<file path="src/rtl/sd_ctrl_pkg.sv">
// rtl/sd_ctrl_pkg.sv - shared types and defaults for the scan doubler controller
// Contents: FSM state enum, scanline mode encoding, default parameter values.
package sd_ctrl_pkg;

   localparam int DEF_HCNT_W        = 10;
   localparam int DEF_VCNT_W        = 10;
   localparam int DEF_MIN_HTOTAL    = 256;
   localparam int DEF_STABLE_FRAMES = 4;

   typedef enum logic [1:0] {
      IDLE    = 2'd0,
      MEASURE = 2'd1,
      LOCKED  = 2'd2
   } sd_state_t;

   typedef logic [1:0] scan_mode_t;

   localparam scan_mode_t SL_NONE = 2'd0;
   localparam scan_mode_t SL_25   = 2'd1;
   localparam scan_mode_t SL_50   = 2'd2;
   localparam scan_mode_t SL_75   = 2'd3;

endpackage

</file>
<file path="src/rtl/sd_ctrl_if.sv">
// rtl/sd_ctrl_if.sv - sync input / committed timing output bundle of sd_ctrl
// master: drives ce_pix, hs_in, vs_in, force_bypass, scan_req; reads results.
// slave : the controller; drives hs_max, hs_rise, lines, locked, sd_enable,
//         scanlines, mode_change.
interface sd_ctrl_if #(
   parameter int HCNT_W = 10,
   parameter int VCNT_W = 10
);
   logic              ce_pix;
   logic              hs_in;
   logic              vs_in;
   logic              force_bypass;
   logic              scan_req;
   logic [HCNT_W-1:0] hs_max;
   logic [HCNT_W-1:0] hs_rise;
   logic [VCNT_W-1:0] lines;
   logic              locked;
   logic              sd_enable;
   logic [1:0]        scanlines;
   logic              mode_change;

   modport master (
      output ce_pix, hs_in, vs_in, force_bypass, scan_req,
      input  hs_max, hs_rise, lines, locked, sd_enable, scanlines, mode_change
   );

   modport slave (
      input  ce_pix, hs_in, vs_in, force_bypass, scan_req,
      output hs_max, hs_rise, lines, locked, sd_enable, scanlines, mode_change
   );
endinterface

</file>
<file path="src/rtl/sd_sync_meter.sv">
// rtl/sd_sync_meter.sv - measures line total, hsync rise and lines per frame
// Inputs : clk_x2, reset_n, ce_pix, hs_in, vs_in.
// Outputs: frame_strobe (1 clk after vs rise), timeout (hcnt just saturated),
//          cur_htot, cur_rise, cur_lines, cur_valid (stable at frame_strobe).
module sd_sync_meter
   import sd_ctrl_pkg::*;
#(
   parameter int HCNT_W     = DEF_HCNT_W,
   parameter int VCNT_W     = DEF_VCNT_W,
   parameter int MIN_HTOTAL = DEF_MIN_HTOTAL
) (
   input  logic              clk_x2,
   input  logic              reset_n,
   input  logic              ce_pix,
   input  logic              hs_in,
   input  logic              vs_in,
   output logic              frame_strobe,
   output logic              timeout,
   output logic [HCNT_W-1:0] cur_htot,
   output logic [HCNT_W-1:0] cur_rise,
   output logic [VCNT_W-1:0] cur_lines,
   output logic              cur_valid
);
   localparam logic [HCNT_W-1:0] H_MAX = '1;
   localparam logic [VCNT_W-1:0] V_MAX = '1;
   localparam logic [HCNT_W-1:0] H_MIN = HCNT_W'(MIN_HTOTAL - 1);

   logic              hs_q;
   logic              vs_q;
   logic              hsat_seen;
   logic              vsat_seen;
   logic [HCNT_W-1:0] hcnt;
   logic [VCNT_W-1:0] vcnt;
   logic              line_start;
   logic              hs_rise_e;
   logic              frame_start;
   logic [HCNT_W-1:0] hcnt_inc;
   logic [HCNT_W-1:0] htot_now;
   logic [VCNT_W-1:0] vcnt_line;

   assign line_start  = ce_pix & hs_q & ~hs_in;
   assign hs_rise_e   = ce_pix & ~hs_q & hs_in;
   assign frame_start = ce_pix & ~vs_q & vs_in;

   assign hcnt_inc = (hcnt == H_MAX) ? H_MAX : hcnt + 1'b1;

   // Line start is folded in before the frame capture so a line ending on the
   // vs edge is counted in the frame it closes.
   assign vcnt_line = (line_start && (vcnt != V_MAX)) ? vcnt + 1'b1 : vcnt;
   assign htot_now  = line_start ? hcnt : cur_htot;

   always_ff @(posedge clk_x2 or negedge reset_n) begin
      if (!reset_n) begin
         hs_q         <= 1'b0;
         vs_q         <= 1'b0;
         hsat_seen    <= 1'b0;
         vsat_seen    <= 1'b0;
         hcnt         <= '0;
         vcnt         <= '0;
         frame_strobe <= 1'b0;
         timeout      <= 1'b0;
         cur_htot     <= '0;
         cur_rise     <= '0;
         cur_lines    <= '0;
         cur_valid    <= 1'b0;
      end else begin
         frame_strobe <= frame_start;
         // Fires once, on the ce cycle that pushes hcnt into saturation.
         timeout      <= ce_pix & ~line_start & (hcnt == H_MAX - 1'b1);
         if (ce_pix) begin
            hs_q <= hs_in;
            vs_q <= vs_in;
            if (line_start) begin
               hcnt     <= '0;
               cur_htot <= hcnt;
            end else begin
               hcnt <= hcnt_inc;
            end
            if (hs_rise_e) begin
               cur_rise <= hcnt;
            end
            if (frame_start) begin
               cur_lines <= vcnt_line;
               vcnt      <= '0;
               cur_valid <= (htot_now >= H_MIN) && !hsat_seen && (hcnt != H_MAX)
                            && !vsat_seen && (vcnt_line != V_MAX);
               hsat_seen <= 1'b0;
               vsat_seen <= 1'b0;
            end else begin
               vcnt      <= vcnt_line;
               hsat_seen <= hsat_seen | (hcnt == H_MAX);
               vsat_seen <= vsat_seen | (vcnt_line == V_MAX);
            end
         end
      end
   end

endmodule

</file>
<file path="src/rtl/sd_ctrl.sv">
// rtl/sd_ctrl.sv - scan doubler lock FSM and frame-boundary mode commit
// Ports: clk_x2, reset_n (async, active low), bus (sd_ctrl_if.slave):
//   in : ce_pix, hs_in, vs_in, force_bypass, scan_req
//   out: hs_max, hs_rise, lines, locked, sd_enable, scanlines, mode_change
module sd_ctrl
   import sd_ctrl_pkg::*;
#(
   parameter int HCNT_W        = DEF_HCNT_W,
   parameter int VCNT_W        = DEF_VCNT_W,
   parameter int MIN_HTOTAL    = DEF_MIN_HTOTAL,
   parameter int STABLE_FRAMES = DEF_STABLE_FRAMES
) (
   input  logic     clk_x2,
   input  logic     reset_n,
   sd_ctrl_if.slave bus
);
   localparam logic [3:0] LOCK_AT = 4'(STABLE_FRAMES - 1);

   logic              frame_strobe;
   logic              timeout;
   logic [HCNT_W-1:0] cur_htot;
   logic [HCNT_W-1:0] cur_rise;
   logic [VCNT_W-1:0] cur_lines;
   logic              cur_valid;

   sd_state_t         state;
   logic [3:0]        stable_cnt;
   logic [HCNT_W-1:0] prev_htot;
   logic [VCNT_W-1:0] prev_lines;
   logic              scan_q;
   scan_mode_t        scan_pend;
   logic [HCNT_W-1:0] hs_max_q;
   logic [HCNT_W-1:0] hs_rise_q;
   logic [VCNT_W-1:0] lines_q;
   logic              sd_enable_q;
   scan_mode_t        scanlines_q;
   logic              mode_change_q;

   logic [HCNT_W-1:0] htot_diff;
   logic              frame_match;
   logic              scan_rise;
   scan_mode_t        scan_next;
   logic              go_lock;
   logic              commit_en;

   sd_sync_meter #(
      .HCNT_W     (HCNT_W),
      .VCNT_W     (VCNT_W),
      .MIN_HTOTAL (MIN_HTOTAL)
   ) u_meter (
      .clk_x2       (clk_x2),
      .reset_n      (reset_n),
      .ce_pix       (bus.ce_pix),
      .hs_in        (bus.hs_in),
      .vs_in        (bus.vs_in),
      .frame_strobe (frame_strobe),
      .timeout      (timeout),
      .cur_htot     (cur_htot),
      .cur_rise     (cur_rise),
      .cur_lines    (cur_lines),
      .cur_valid    (cur_valid)
   );

   assign htot_diff   = (cur_htot >= prev_htot) ? cur_htot - prev_htot : prev_htot - cur_htot;
   assign frame_match = cur_valid && (cur_lines == prev_lines) && (htot_diff <= HCNT_W'(1));

   // A request edge landing on the commit cycle is counted into that commit.
   assign scan_rise = bus.ce_pix & bus.scan_req & ~scan_q;
   assign scan_next = scan_pend + {1'b0, scan_rise};

   // True when the FSM will sit in LOCKED after this frame boundary.
   assign go_lock   = frame_strobe && frame_match &&
                      ((state == LOCKED) || ((state == MEASURE) && (stable_cnt == LOCK_AT)));
   assign commit_en = go_lock & ~bus.force_bypass;

   always_ff @(posedge clk_x2 or negedge reset_n) begin
      if (!reset_n) begin
         state         <= IDLE;
         stable_cnt    <= '0;
         prev_htot     <= '0;
         prev_lines    <= '0;
         scan_q        <= 1'b0;
         scan_pend     <= SL_NONE;
         hs_max_q      <= '0;
         hs_rise_q     <= '0;
         lines_q       <= '0;
         sd_enable_q   <= 1'b0;
         scanlines_q   <= SL_NONE;
         mode_change_q <= 1'b0;
      end else begin
         mode_change_q <= 1'b0;
         scan_pend     <= scan_next;
         if (bus.ce_pix) begin
            scan_q <= bus.scan_req;
         end
         if (timeout) begin
            // Lost hsync: drop to bypass now rather than waiting for a vs edge
            // that may never come.
            state         <= IDLE;
            stable_cnt    <= '0;
            sd_enable_q   <= 1'b0;
            mode_change_q <= sd_enable_q;
         end else if (frame_strobe) begin
            prev_htot  <= cur_htot;
            prev_lines <= cur_lines;
            case (state)
               IDLE: begin
                  state      <= MEASURE;
                  stable_cnt <= '0;
               end
               MEASURE: begin
                  if (!frame_match) begin
                     stable_cnt <= '0;
                  end else if (stable_cnt == LOCK_AT) begin
                     state     <= LOCKED;
                     hs_max_q  <= cur_htot;
                     hs_rise_q <= cur_rise;
                     lines_q   <= cur_lines;
                  end else begin
                     stable_cnt <= stable_cnt + 4'd1;
                  end
               end
               LOCKED: begin
                  if (frame_match) begin
                     hs_max_q  <= cur_htot;
                     hs_rise_q <= cur_rise;
                  end else begin
                     state      <= MEASURE;
                     stable_cnt <= '0;
                  end
               end
               default: state <= IDLE;
            endcase
            sd_enable_q   <= commit_en;
            scanlines_q   <= scan_next;
            mode_change_q <= (commit_en != sd_enable_q) || (scan_next != scanlines_q);
         end
      end
   end

   assign bus.hs_max      = hs_max_q;
   assign bus.hs_rise     = hs_rise_q;
   assign bus.lines       = lines_q;
   assign bus.locked      = (state == LOCKED);
   assign bus.sd_enable   = sd_enable_q;
   assign bus.scanlines   = scanlines_q;
   assign bus.mode_change = mode_change_q;

endmodule

</file>
<file path="src/flat_wrapper.sv">
// flat-port wrapper written by rule: the top's interface ports become plain ports
module sd_ctrl_flat import sd_ctrl_pkg::*;
#(
   parameter int HCNT_W        = DEF_HCNT_W,
   parameter int VCNT_W        = DEF_VCNT_W,
   parameter int MIN_HTOTAL    = DEF_MIN_HTOTAL,
   parameter int STABLE_FRAMES = DEF_STABLE_FRAMES
)
  (clk_x2, reset_n, bus_ce_pix, bus_hs_in, bus_vs_in, bus_force_bypass, bus_scan_req, bus_hs_max, bus_hs_rise, bus_lines, bus_locked, bus_sd_enable, bus_scanlines, bus_mode_change);
  sd_ctrl_if #(.HCNT_W(HCNT_W), .VCNT_W(VCNT_W)) bus_i ();
  input  logic clk_x2;
  input  logic reset_n;
  input wire logic [$bits(bus_i.ce_pix)-1:0] bus_ce_pix;
  input wire logic [$bits(bus_i.hs_in)-1:0] bus_hs_in;
  input wire logic [$bits(bus_i.vs_in)-1:0] bus_vs_in;
  input wire logic [$bits(bus_i.force_bypass)-1:0] bus_force_bypass;
  input wire logic [$bits(bus_i.scan_req)-1:0] bus_scan_req;
  output wire logic [$bits(bus_i.hs_max)-1:0] bus_hs_max;
  output wire logic [$bits(bus_i.hs_rise)-1:0] bus_hs_rise;
  output wire logic [$bits(bus_i.lines)-1:0] bus_lines;
  output wire logic [$bits(bus_i.locked)-1:0] bus_locked;
  output wire logic [$bits(bus_i.sd_enable)-1:0] bus_sd_enable;
  output wire logic [$bits(bus_i.scanlines)-1:0] bus_scanlines;
  output wire logic [$bits(bus_i.mode_change)-1:0] bus_mode_change;
  assign bus_i.ce_pix = bus_ce_pix;
  assign bus_i.hs_in = bus_hs_in;
  assign bus_i.vs_in = bus_vs_in;
  assign bus_i.force_bypass = bus_force_bypass;
  assign bus_i.scan_req = bus_scan_req;
  assign bus_hs_max = bus_i.hs_max;
  assign bus_hs_rise = bus_i.hs_rise;
  assign bus_lines = bus_i.lines;
  assign bus_locked = bus_i.locked;
  assign bus_sd_enable = bus_i.sd_enable;
  assign bus_scanlines = bus_i.scanlines;
  assign bus_mode_change = bus_i.mode_change;
  sd_ctrl #(.HCNT_W(HCNT_W), .VCNT_W(VCNT_W), .MIN_HTOTAL(MIN_HTOTAL), .STABLE_FRAMES(STABLE_FRAMES)) u_core (.clk_x2(clk_x2), .reset_n(reset_n), .bus(bus_i));
endmodule
</file>
<file path="config.mk">
export PLATFORM = sky130hd
export DESIGN_NAME = sd_ctrl_flat
export DESIGN_NICKNAME = d
export VERILOG_FILES = /design/src/rtl/sd_ctrl_pkg.sv /design/src/rtl/sd_ctrl_if.sv /design/src/rtl/sd_sync_meter.sv /design/src/rtl/sd_ctrl.sv /design/src/flat_wrapper.sv
export SDC_FILE = /design/constraint.sdc
export NUM_CORES = 1
export LEC_CHECK = 0
export ABC_AREA = 1
export CORE_ASPECT_RATIO = 1.1
export CORE_MARGIN = 2
export CORE_UTILIZATION = 60
export CTS_CLUSTER_DIAMETER = 40
export DETAILED_ROUTE_END_ITERATION = 8
export PLACE_DENSITY = 0.83
export SLEW_MARGIN = 20
export SYNTH_ARGS = -nofsm -noshare
export SYNTH_HDL_FRONTEND = slang
export SYNTH_HIERARCHICAL = 1
export SYNTH_SLANG_ARGS = --single-unit
</file>
<file path="constraint.sdc">
create_clock -name clk_x2 -period 3 [get_ports clk_x2]
set_clock_uncertainty 0.2 [all_clocks]
set_input_delay 0.3 -clock clk_x2 [delete_from_list [all_inputs] [get_ports clk_x2]]
set_output_delay 0.3 -clock clk_x2 [all_outputs]
set_load 0.01 [all_outputs]
</file>
After elaboration in Yosys (flattened, before gate mapping). Index checks and enable logic that the tools add are counted.

Input bits: 7. Flip-flop bits (word level): 120.

Add/subtract/negate cells: 6. Muxes and demuxes: 32. Bitwise logic cells: 20. $lt $le $gt $ge: 3. Reductions and logical operators: 25. Equality and inequality tests: 19.

Operators with widths (count): $mux W10 (12); $pmux W10 S2 (2); $eq A10 B10 Y1 const B (3); $ne A10 B10 Y1 const B (3); $add A10 B1 Y10 const B (2); $mux W4 (5); $sub A10 B10 Y10 (2); $pmux W4 S3 (1); $and A1 B1 Y1 (11); $eq A10 B10 Y1 (1); $ge A10 B10 Y1 (1); $ge A10 B8 Y1 const B (1); $le A10 B1 Y1 const B (1); $logic_and A1 B1 Y1 (10); $mux W2 (5); $reduce_and A4 Y1 (2); $not A1 Y1 (7); $mux W1 (6); $ne A3 B3 Y1 const B (2); $pmux W2 S3 (1); $reduce_and A2 Y1 (3); $reduce_and A6 Y1 (1); $reduce_and A5 Y1 (1); $add A4 B1 Y4 const B (1); other kinds (16) (21).

Logic depth before layout (Yosys ltp). Gate-level depths: netlist of the first run.

Depth after elaboration: 11. Mapped depth: 21. Mapped depth without buffers: 20.

Cells and area by module. The synthesis of the first run kept the hierarchy.

By module, submodules not included: sd_ctrl (cells an instance 570, sequential area each 1576.5 sq um, area each 4184.0 sq um, instances 1); sd_sync_meter (cells an instance 325, sequential area each 1426.4 sq um, area each 2671.3 sq um, instances 1).

Worst setup path after synthesis of the first run. No wires, ideal clock.

Path type: reg-to-reg. From: reg u_core.u_meter.cur_htot[0]. To: reg u_core.hs_max_q[1], in the netlist u_core/bus.hs_max[1]. Cell stages (with the launch flop): 16. Data required time: 2.680 ns. Buffers on the path: 1. Library setup time: 0.120 ns. Setup slack: 0.516 ns. Arrival: 2.164 ns. Path through: dfrtp_1 > inv_1 > ha_1 > fa_1 > nand2_1 > a21oi_1 > nand3_1 > nor2_1 > nand3_1 > nor2_1 > nand2_1 > nand2_4 > nand4_4 > buf_6 > nand2_2 > o21ai_2.

Word-level cells in the longest chain between the ends: 6. Elaborated cells on any way between the ends: 9. Those cells by class: 2 x add/sub; 2 x order compare; 2 x eq/ne; 1 x mux; 2 x reduce/logical.

RTL lines: start: declaration (line sd_sync_meter.sv:19) `output logic [HCNT_W-1:0] cur_htot,`; start signal: assignment (line sd_sync_meter.sv:75) `cur_htot <= hcnt;`; $sub A10 B10 Y10 / $ge A10 B10 Y1 (equally long branches) (line sd_ctrl.sv:64) `assign htot_diff = (cur_htot >= prev_htot) ? cur_htot - prev_htot : prev_htot - cur_htot;`; $mux W10 (*) (line sd_ctrl.sv:64); $le A10 B1 Y1 (*) (line sd_ctrl.sv:65) `assign frame_match = cur_valid && (cur_lines == prev_lines) && (htot_diff <= HCNT_W'(1));`; $logic_and A1 B1 Y1 (*) (line sd_ctrl.sv:65); $ne A2 B1 Y1 (no source line); $reduce_and A6 Y1 (no source line) (*); end signal: assignment (line sd_ctrl.sv:116) `hs_max_q <= cur_htot;`; end signal: assignment (line sd_ctrl.sv:125) `hs_max_q <= cur_htot;`; end: declaration (line sd_ctrl.sv:32) `logic [HCNT_W-1:0] hs_max_q;`.

Mark *: on every way between the ends. The rest lies on a longest branch, timed or not. A chain may end at the register's enable or synchronous reset.

Worst setup path after layout of the first run.
From: reg u_core.u_meter.cur_htot[7]. To: reg u_core.hs_max_q[6], in the netlist u_core/bus.hs_max[6].

The elaborated chain is that of the path after synthesis.

==> out/summary.txt, run 1 <==
Antenna diodes: 0
Count leader, synth: nand2_1
ANT nets after route: 0
Post-synthesis sequential area ratio: 43.8%
Sink Count: 120
Crit path time final: 2.87 ns
Final hold vios: 0
Status: completed
R2r setup slk: 0.13 ns
Fin util: 73.7%
Die W: 106 µm
Clk Latency, worst-skew pair: 0.41 ns
Crit path max-delay cell type: dfrtp_1
Reg-to-reg endpoint: u_core/bus.hs_max[6]$_DFFE_PN0P_
Maximum VDD drop: 0.000391 V
Hpwl dp: 10800 µm
Vias in the first global route: 5687
Grt total ovfl: 0
Fin nets: 984
Worst R2R Start: u_core/u_meter/cur_htot[7]$_DFFE_PN0P_
Crit path cell chain: inv_1, ha_2, nand2_1, inv_1, a21oi_1, nand3_1, nand2_1, nand2_1, nor2_1, nand2_1, nand2_4, nand4_4, buf_12, nand2_2, o21ai_2
Largest net degree at the start of global routing: 72
Gpl congestion: 0.920
Chip height: 116 µm
Inst Count DP: 1071
Rel. slew slack: 56.0%
Area leader, netlist: dfrtp_1
Crit-path max FO: 8
Hold WS: 0.0504 ns
Non-filler instance count after layout: 1111
Yosys warnings: 6
Wire per inst: 14.8 µm
Port buffer count: 41
Fmax achieved: 348 MHz
Syn Nets: 928
Drt initial violations: 461
Die area: 12300 µm²
Layout cells sized above 1: 14.3%
Post-synth cell types: 41
DR vias: 6020
CTS H-tree lvls: 4
Total power: 6.46 mW
Startpoint Class: register
Worst setup path endpoint: u_core/bus.hs_max[6]$_DFFE_PN0P_
CTS buffer count: 17
Gr usage total: 27.3%
Syn Inst Count: 895
Top cell type's share of synthesized area: 43.8%
CP startpoint: u_core/u_meter/cur_htot[7]$_DFFE_PN0P_
Rows: 40
CTS tree: built
Ys async rst share: 100%
Synth area leaders: dfrtp_1 (44%), nand2_1 (14%), inv_1 (7.4%), o21ai_0 (4.6%), ha_1 (4.4%)
Avg Vias per Cell: 5.42
Clock buffer depth: 2
Hold WC Path Type: primary input to asynchronous set/reset pin
Setup-failing EPs final: 0
Drt pass-1 iters: 5
Synth-to-Final Area Change: 18.4%
Cell Pwr Density: 796 nW/µm²
Placed cell area: 7410 µm²
Final WL: 16500 µm
Worst Path Arrival: 2.97 ns
Clock transition at path regs: 0.05 ns
Crit share post-route: 95.7%
Worst path most repeated cell: nand2_1
Critical path class: register to register
EDFF count, synth: 0
Area occupied by multi-input gates: 3210 µm²
Root Driver: clkbuf_16
Main flop type after synthesis: dfrtp_1
Initial Utilization: 62.3%
Core area: 11000 µm²
R2r worst-path depth: 15
Required @ worst endpoint: 3.10 ns
Crit path capture type: register
Max Cap Viol: 0
Lkg Pwr: 3.93 nW
Synthesized area: 6860 µm²
Post-route cell area: 8120 µm²
I/O pins: 42
Initial antenna violation count: 0
# DRC: 0
Final Slew Violations: 0
Average cell area after synthesis: 7.66 µm²
Fillers: 805
Flops & latches, synth: 120
First-pass GRT wire length: 26600 µm
Worst path max stage delay: 0.41 ns
Worst slew pin tran: 0.658 ns
Synth top cells by count: nand2_1 (254), inv_1 (136), dfrtp_1 (120)
FF+latch area: 3000 µm²
placed cells by master, fill, tap and decap left out, types with 13 or more instances in the layout:
cell | netlist | final
nand3_1 | 58 | 57
nand2_2 | 29 | 30
clkdlybuf4s50_1 | 0 | 40
ha_1 | 24 | 18
clkbuf_16 | 0 | 19
o21ai_2 | 20 | 20
o21ai_1 | 17 | 17
inv_1 | 136 | 132
o21ai_0 | 63 | 63
nor2_1 | 64 | 62
dfrtp_1 | 120 | 119
buf_4 | 4 | 13
nand2_1 | 254 | 253
nand4_1 | 14 | 14
a21oi_1 | 16 | 15
through the flow:
stage	TNS (ns)	setup WS [ns]
5_1_grt	-0.456	-0.0506
6_report	0	0.129
3_5_place_dp	0	0.203
4_1_cts	0	0.164
2_1_floorplan	0	0.516
3_3_place_gp	0	0.234
kinds of logic (layout without fill, tap and decap cells):
| family | Yosys count | after routing | synth area share (%) |
|---|---|---|---|
| xor+xnor | 9 | 9 | 1.15 |
| compound gates | 131 | 131 | 11.2 |
| flops | 120 | 120 | 43.8 |
| simple gates | 445 | 445 | 29.0 |
| buf+inv | 164 | 233 | 9.91 |
| fa+ha+maj | 26 | 26 | 4.96 |
state kept, by name (all words and copies together) (netlist names), 10 cells and up:
signal                    flops
u_core/bus.hs_rise           10
u_core/u_meter/vcnt          10
u_core/prev_lines            10
u_core/u_meter/cur_rise      10
u_core/bus.hs_max            10
u_core/prev_htot             10
u_core/u_meter/cur_lines     10
u_core/bus.lines             10
u_core/u_meter/cur_htot      10
u_core/u_meter/hcnt          10
final cells by class:
class | instances | share of cell area [%]
inverters | 141 | 6.52
clock buffers | 20 | 5.75
flip-flops and latches | 120 | 37.0
repair buffers | 60 | 7.64
well taps | 147 | 2.27
multi-input cells | 611 | 39.6
clock inverters | 12 | 1.25
routing by layer:
layer	vias up	global-route usage, %	part of all wire (%)	routed length (µm)
li1	2955	-	-	-
met4	0	9.74	1.5	255
met3	22	3.96	4.8	794
met1	2866	36.3	45	7350
met5	-	0	0	0
met2	177	46.5	49	8100
power by group:
group          switching [mW]  internal, mW
Clock                   0.729          1.20
Sequential              0.199          1.86
Combinational            1.64         0.839
worst max-delay path: cells and delay by family, from the launching register on:
kind            cells  cell delay (ns)
simple gates        9             1.00
buf+inv             3             0.48
flops               1             0.41
fa+ha+maj           1             0.36
compound gates      2             0.29
what timing repair did:
item,4_1_cts,5_1_grt
hold buffers,1,0
buffers inserted,0,4
resized for setup,0,18
endpoints found under the setup margin,0,34
hold endpoints to repair,120,0
how the worst min path moves through the flow:
| stage | start | endpoint | slack (ns) | cells after the start |
|---|---|---|---|---|
| after floorplan | reset_n | u_core/bus.hs_max[0]$_DFFE_PN0P_ | -0.20 | 0 |
| after global placement | reset_n | u_core/bus.hs_rise[0]$_DFFE_PN0P_ | -0.08 | 1 |
| after detailed placement | reset_n | u_core/u_meter/cur_rise[3]$_DFFE_PN0P_ | -0.08 | 1 |
| after CTS | reset_n | u_core/u_meter/cur_rise[3]$_DFFE_PN0P_ | 0.03 | 2 |
| after global routing | reset_n | u_core/u_meter/cur_rise[3]$_DFFE_PN0P_ | 0.06 | 2 |
| final | reset_n | u_core/u_meter/cur_rise[3]$_DFFE_PN0P_ | 0.05 | 2 |
Power figures use the tool's default switching activity.
==> run 2: changes to the inputs <==
--- a/config.mk
+++ b/config.mk
@@ -9,7 +9,7 @@
 export CORE_ASPECT_RATIO = 1.1
 export CORE_MARGIN = 2
 export CORE_UTILIZATION = 60
-export CTS_CLUSTER_DIAMETER = 40
+export CTS_CLUSTER_DIAMETER = 80
 export DETAILED_ROUTE_END_ITERATION = 8
 export PLACE_DENSITY = 0.83
 export SLEW_MARGIN = 20
==> results of run 2 <==
Same layout as run 1: the final DEF is identical, and so are final timing and power.
